File: config.mk
export PLATFORM = sky130hd
export DESIGN_NAME = uart_mmio
export DESIGN_NICKNAME = d
export VERILOG_FILES = /design/src/rtl/uart_mmio.sv
export SDC_FILE = /design/constraint.sdc
export NUM_CORES = 1
export LEC_CHECK = 0
export BUFFER_PORTS_ARGS = -buffer_cell sky130_fd_sc_hd__buf_2
export CAP_MARGIN = 20
export CORE_AREA = 2 2 107 109
export DETAILED_ROUTE_END_ITERATION = 8
export DIE_AREA = 0 0 109 111
export PLACE_DENSITY_LB_ADDON = 0.05
export SLEW_MARGIN = 40
export SYNTH_ARGS = -nofsm -noshare
export SYNTH_HDL_FRONTEND = slang
export SYNTH_SLANG_ARGS = --single-unit
File: constraint.sdc
create_clock -name clk -period 2.2 [get_ports clk]
set_clock_uncertainty 0.15 [all_clocks]
set_input_delay 0.33 -clock clk [delete_from_list [all_inputs] [get_ports clk]]
set_output_delay 0.33 -clock clk [all_outputs]
set_load 0.03 [all_outputs]
File: src/rtl/uart_mmio.sv
// uart_mmio: MMIO register block for the core's UART/counter window.
// It holds a one-byte TX register and a one-byte RX buffer in front of
// the UART ready/valid ports. It also keeps free-running cycle and
// retired-instruction counters, and returns registered load data.
module uart_mmio #(
  parameter int CNT_WIDTH = 32
) (
  input  logic        clk,
  input  logic        rst_n,
  input  logic        uart_read,
  input  logic        uart_write,
  input  logic [7:0]  addr,
  input  logic [31:0] wdata,
  input  logic        inst_retire,
  output logic [31:0] rdata,
  input  logic [7:0]  uart_rx_data_out,
  input  logic        uart_rx_data_out_valid,
  output logic        uart_rx_data_out_ready,
  output logic [7:0]  uart_tx_data_in,
  output logic        uart_tx_data_in_valid,
  input  logic        uart_tx_data_in_ready
);

  localparam logic [7:0] ADDR_STATUS = 8'h00;
  localparam logic [7:0] ADDR_RXDATA = 8'h04;
  localparam logic [7:0] ADDR_TXDATA = 8'h08;
  localparam logic [7:0] ADDR_CYCLE  = 8'h10;
  localparam logic [7:0] ADDR_INST   = 8'h14;
  localparam logic [7:0] ADDR_CNTRST = 8'h18;

  typedef enum logic {
    TX_IDLE,
    TX_PENDING
  } txState_e;

  txState_e             txState_q, txState_d;
  logic [7:0]           txBuf_q, txBuf_d;
  logic                 rxFull_q, rxFull_d;
  logic [7:0]           rxBuf_q, rxBuf_d;
  logic [CNT_WIDTH-1:0] cycleCnt_q, cycleCnt_d;
  logic [CNT_WIDTH-1:0] instCnt_q, instCnt_d;
  logic [31:0]          rdata_q, rdata_d;

  logic txPending;
  logic txStore;
  logic rxCapture;
  logic rxClearRead;
  logic cntClear;
  logic unusedWdata;

  // Only the low byte of store data is architecturally meaningful.
  assign unusedWdata = ^wdata[31:8];

  assign txPending   = (txState_q == TX_PENDING);
  assign txStore     = uart_write && (addr == ADDR_TXDATA);
  assign rxCapture   = uart_rx_data_out_valid && !rxFull_q;
  assign rxClearRead = uart_read && (addr == ADDR_RXDATA) && rxFull_q;
  assign cntClear    = uart_write && (addr == ADDR_CNTRST);

  assign uart_tx_data_in_valid  = txPending;
  assign uart_tx_data_in        = txBuf_q;
  assign uart_rx_data_out_ready = !rxFull_q;
  assign rdata                  = rdata_q;

  // TX holding register: a store is accepted only while idle, and the
  // byte is released once the UART takes it. Stores that land while a
  // byte is pending (including the handshake cycle) are dropped.
  always_comb begin
    txState_d = txState_q;
    txBuf_d   = txBuf_q;
    case (txState_q)
      TX_IDLE: begin
        if (txStore) begin
          txState_d = TX_PENDING;
          txBuf_d   = wdata[7:0];
        end
      end
      TX_PENDING: begin
        if (uart_tx_data_in_ready) begin
          txState_d = TX_IDLE;
        end
      end
      default: txState_d = TX_IDLE;
    endcase
  end

  // RX buffer: capture and clearing read never coincide because ready
  // is low whenever the buffer is full.
  always_comb begin
    rxFull_d = rxFull_q;
    rxBuf_d  = rxBuf_q;
    if (rxCapture) begin
      rxFull_d = 1'b1;
      rxBuf_d  = uart_rx_data_out;
    end else if (rxClearRead) begin
      rxFull_d = 1'b0;
    end
  end

  // Counters wrap naturally; a counter-reset store overrides that
  // cycle's increment.
  always_comb begin
    cycleCnt_d = cycleCnt_q + CNT_WIDTH'(1);
    instCnt_d  = instCnt_q + CNT_WIDTH'(inst_retire);
    if (cntClear) begin
      cycleCnt_d = '0;
      instCnt_d  = '0;
    end
  end

  // Load data mux: samples pre-edge state and holds between loads.
  always_comb begin
    rdata_d = rdata_q;
    if (uart_read) begin
      case (addr)
        ADDR_STATUS: rdata_d = {30'b0, rxFull_q, !txPending};
        ADDR_RXDATA: rdata_d = {24'b0, rxBuf_q};
        ADDR_CYCLE:  rdata_d = 32'(cycleCnt_q);
        ADDR_INST:   rdata_d = 32'(instCnt_q);
        default:     rdata_d = 32'b0;
      endcase
    end
  end

  // State registers with synchronous active-low reset.
  always_ff @(posedge clk) begin
    if (!rst_n) begin
      txState_q  <= TX_IDLE;
      txBuf_q    <= 8'h00;
      rxFull_q   <= 1'b0;
      rxBuf_q    <= 8'h00;
      cycleCnt_q <= '0;
      instCnt_q  <= '0;
      rdata_q    <= 32'b0;
    end else begin
      txState_q  <= txState_d;
      txBuf_q    <= txBuf_d;
      rxFull_q   <= rxFull_d;
      rxBuf_q    <= rxBuf_d;
      cycleCnt_q <= cycleCnt_d;
      instCnt_q  <= instCnt_d;
      rdata_q    <= rdata_d;
    end
  end

endmodule

==> metrics.txt <==
# TYPE chip_impl_metric gauge
chip_impl_info{name="crit_path_end",value="instCnt_q[22]"} 1
chip_impl_metric{name="fmaxAchievable",unit="MHz"} 485.7
chip_impl_metric{name="dp_worst_setup_slack",unit="ns"} 0.004798
chip_impl_metric{name="initial_utilization",unit=""} 0.4836
chip_impl_metric{name="share_clk_of_total_power",unit=""} 0.563
chip_impl_metric{name="post_synth.cell_area_avg",unit="sq um"} 8.972
chip_impl_metric{name="grt_pass1_vias",unit=""} 4733
chip_impl_metric{name="fraction_of_registers_with_async_set_reset",unit=""} 0
chip_impl_info{name="top_layer_used",value="met4"} 1
chip_impl_info{name="tritoncts_clock_tree",value="built"} 1
chip_impl_metric{name="max_cap_viol_count",unit=""} 0
chip_impl_metric{name="avgViaCountPerCell",unit=""} 5.712
chip_impl_metric{name="clock-sinks",unit=""} 114
chip_impl_metric{name="initial_antenna_violation_count",unit=""} 0
chip_impl_info{name="rr_endpoint",value="instCnt_q[22]"} 1
chip_impl_info{name="r2r_start",value="instCnt_q[0]"} 1
chip_impl_info{name="startpoint_type",value="flip-flop"} 1
chip_impl_metric{name="die-width",unit="um"} 109
chip_impl_info{name="holdCritPathClass",value="primary input to flip-flop"} 1
chip_impl_metric{name="drt-pass1-iter-count",unit=""} 6
chip_impl_metric{name="port_buffers",unit=""} 72
chip_impl_metric{name="initialDrtViolationCount",unit=""} 258
chip_impl_metric{name="synth.lib_cells_used.distinct",unit=""} 51
chip_impl_metric{name="p_switching",unit="W"} 0.001096
chip_impl_metric{name="crit_fanout",unit=""} 6
chip_impl_metric{name="num_rows",unit=""} 39
chip_impl_metric{name="antenna_left",unit=""} 0
chip_impl_metric{name="clk_pin_slew",unit="ns"} 0.05
chip_impl_info{name="layout_commonest_cell",value="dfxtp_1"} 1
chip_impl_metric{name="final_critical_path_required_period",unit="ns"} 2.059
chip_impl_metric{name="worstPathArrival",unit="ns"} 2.26
chip_impl_metric{name="dr_wl_met2",unit="um"} 6311
chip_impl_metric{name="worst-r2r-setup-slack",unit="ns"} 0.14
chip_impl_metric{name="floorplan.io_pins",unit=""} 97
chip_impl_metric{name="synthesis.area",unit="sq mm"} 0.005356
chip_impl_metric{name="yosys_register_bits",unit=""} 114
chip_impl_metric{name="power_report.internal_total",unit="W"} 0.004232
chip_impl_metric{name="cts_max_level",unit=""} 4
chip_impl_metric{name="utilization",unit=""} 0.6076
chip_impl_info{name="postSynth.topFlopCell",value="dfxtp_1"} 1
chip_impl_metric{name="required",unit="ns"} 2.40
chip_impl_metric{name="core-area",unit="sq mm"} 0.01108
chip_impl_metric{name="grt_pass1_wl",unit="um"} 23260
chip_impl_metric{name="post-dp-hpwl",unit="um"} 9570
chip_impl_metric{name="sequentialPowerShare",unit=""} 0.395
chip_impl_metric{name="synth.yosys.seq_area_share",unit=""} 0.4261
chip_impl_metric{name="route.layer.met1.wl",unit="um"} 6522
chip_impl_metric{name="timing.slew.headroom",unit=""} 0.6411
chip_impl_metric{name="design.final.nets",unit=""} 752
chip_impl_metric{name="synthesis.yosys.warnings",unit=""} 0
chip_impl_metric{name="cellLeakagePower",unit="nW"} 2.670
chip_impl_info{name="critPathLaunch",value="instCnt_q[0]"} 1
chip_impl_info{name="clock_tree_root_driver_cell",value="clkbuf_16"} 1
chip_impl_metric{name="post-route-drc-count",unit=""} 0
chip_impl_metric{name="reg2reg_depth",unit=""} 6
chip_impl_metric{name="finalSetupTns",unit="ns"} 0
chip_impl_metric{name="die-height",unit="um"} 111
chip_impl_metric{name="grt_start_max_net_pins",unit=""} 27
chip_impl_metric{name="routed_wire_length_per_instance",unit="um"} 16.16
chip_impl_metric{name="power_frac_comb",unit=""} 0.042
chip_impl_metric{name="hold_violations",unit=""} 0
chip_impl_metric{name="sw_frac_of_total",unit=""} 0.2057
chip_impl_metric{name="routed-via-count",unit=""} 4855
chip_impl_metric{name="cts_inserted_buffers",unit=""} 17
chip_impl_metric{name="detailroute.wirelength.met3",unit="um"} 601
chip_impl_metric{name="numPlacedInstances",unit=""} 809
chip_impl_metric{name="final_critical_path_setup_slack",unit="ns"} 0.1412
chip_impl_metric{name="grt.total_usage",unit=""} 0.2458
chip_impl_info{name="outcome",value="complete, no violations"} 1
chip_impl_info{name="leading_cell_types_in_the_layout_fill_and_taps_excluded",value="dfxtp_1 (114), buf_2 (72), nand2_1 (63)"} 1
chip_impl_metric{name="instances_no_fill",unit=""} 850
chip_impl_metric{name="antenna_diodes",unit=""} 0
chip_impl_metric{name="post-cts-setup-buffer-count",unit=""} 0
chip_impl_metric{name="synth_cells",unit=""} 597
chip_impl_metric{name="synth_edf_count",unit=""} 0
chip_impl_metric{name="worst_slew_pin_slew",unit="ns"} 0.5372
chip_impl_metric{name="detail_route.wirelength",unit="um"} 13740
chip_impl_info{name="endpoint_kind",value="flip-flop"} 1
chip_impl_metric{name="synth_nets",unit=""} 655
chip_impl_info{name="worst-setup-path-type",value="flip-flop to flip-flop"} 1
chip_impl_metric{name="final-max-slew-violation-count",unit=""} 0
chip_impl_info{name="rsz0062_at_grt",value="no"} 1
chip_impl_metric{name="post_route_cells_drive_above_1_share",unit=""} 0.2221
chip_impl_metric{name="dieArea",unit="sq mm"} 0.01210
chip_impl_metric{name="clock_insertion_delay_worst_skew",unit="ns"} 0.42
chip_impl_metric{name="report.final.setup_viol",unit=""} 0
chip_impl_metric{name="flow.area_growth_from_synthesis",unit="%"} 25.65
chip_impl_metric{name="gp_congestion",unit=""} 0.8819
chip_impl_info{name="worst_hold_launch",value="uart_rx_data_out[2]"} 1
chip_impl_metric{name="vdd_drop_max",unit="uV"} 562.8
chip_impl_metric{name="post-route-period-util",unit=""} 0.9358
chip_impl_metric{name="power_density",unit="mW/mm^2"} 791.6
chip_impl_metric{name="gr-total-overflow",unit=""} 0
chip_impl_metric{name="cts-root-to-sink-buffers",unit=""} 2
## synthesized netlist by cell type, types with 3 or more instances
cell,instances,area [sq um]
and3_1,9,56.30
nand3_1,26,130.1
o2bb2ai_1,23,201.4
and2_1,32,200.2
buf_1,3,11.26
xnor2_1,13,113.9
buf_2,11,55.05
nand3_2,3,30.03
mux2i_1,35,350.3
nand4_1,22,137.6
nand2_1,63,236.5
or4_1,15,112.6
nand4_2,3,37.54
dfxtp_1,114,2282
nand2b_1,10,62.56
xor2_1,9,78.83
nor3_1,6,30.03
a21oi_1,45,225.2
o31ai_1,14,105.1
and4_1,8,70.07
o21ai_0,11,55.05
or3_1,10,62.56
nor4_1,10,62.56
inv_1,11,41.29
nor2_1,27,101.4
ha_1,3,37.54
mux2_2,6,67.56
a22o_1,12,105.1
clkbuf_1,18,67.56
## metrics by stage
stage          instance area, sq um  total power (W)  hold slack (ns)
2_1_floorplan                  5356         0.002268           0.2833
3_3_place_gp                   5995         0.002355           0.2868
3_5_place_dp                   5995         0.002360           0.2947
4_1_cts                        6726         0.005360        0.0002316
5_1_grt                        6730         0.005496          0.01136
6_report                       6730         0.005328          0.01017
## critical path: stages (launching register included)
cell and delay (ns):
dfxtp_1 0.33, ha_1 0.21, ha_1 0.21, nand4_2 0.15
or2_4 0.29, or4_1 0.50, a21oi_1 0.14
## metal layers
| metal | vias to the layer above | GRT usage |
|---|---|---|
| li1 | 2380 | - |
| met1 | 2331 | 0.3234 |
| met2 | 119 | 0.3843 |
| met3 | 25 | 0.05761 |
| met4 | 0 | 0.1009 |
| met5 | - | 0 |
## kinds of logic after synthesis
family                     Yosys count  synth area share
adders and majority gates            3          0.007008
DFF                                114            0.4261
muxes                               42           0.08222
xor gates and xnor gates            22           0.03597
and+or+nand+nor                    255            0.2670
buffers and inverters               45           0.03550
AOI/OAI and AO/OA                  116            0.1462
## power by group through the flow
stage / Combinational, W / Sequential [W] / Clock, W
after floorplan: 0.000128 / 0.00214 / 0
after global placement: 0.000207 / 0.00215 / 0
after detailed placement: 0.000212 / 0.00215 / 0
after CTS: 0.000225 / 0.00210 / 0.00303
after global routing: 0.000248 / 0.00211 / 0.00314
final: 0.000224 / 0.00211 / 0.00300
## worst min-delay path by stage
stage / endpoint / slack [ns] / cells after the start
4_1_cts: uart_tx_data_in[4] / 0.0002 / 3
5_1_grt: rxBuf_q[6] / 0.01 / 3
6_report: rxBuf_q[2] / 0.01 / 3
3_3_place_gp: uart_tx_data_in[6] / 0.29 / 2
3_5_place_dp: uart_tx_data_in[6] / 0.29 / 2
2_1_floorplan: rxBuf_q[1] / 0.28 / 2
## what timing repair did
action                                  CTS  global route
endpoints found under the setup margin    0             4
endpoints found under the hold margin     9             0
hold buffers                              9             0
resized for setup                         0             2
## flip-flops by register name (all words and copies together), names as in the netlist
register / flops
cycleCnt_q: 32
instCnt_q: 32
rdata: 32
rxBuf_q: 8
uart_tx_data_in: 8
rxFull_q: 1
uart_tx_data_in_valid: 1
## final cells by class
cell class / count / area, sq um
fill: 966 / 4347
multi-input combinational: 438 / 2894
sequential: 114 / 2282
timing repair buffer: 111 / 688.2
clock buffer: 20 / 456.7
clock inverter: 12 / 185.2
tap: 143 / 178.9
inverter: 12 / 45.04
(Power assumes the default switching activity.)
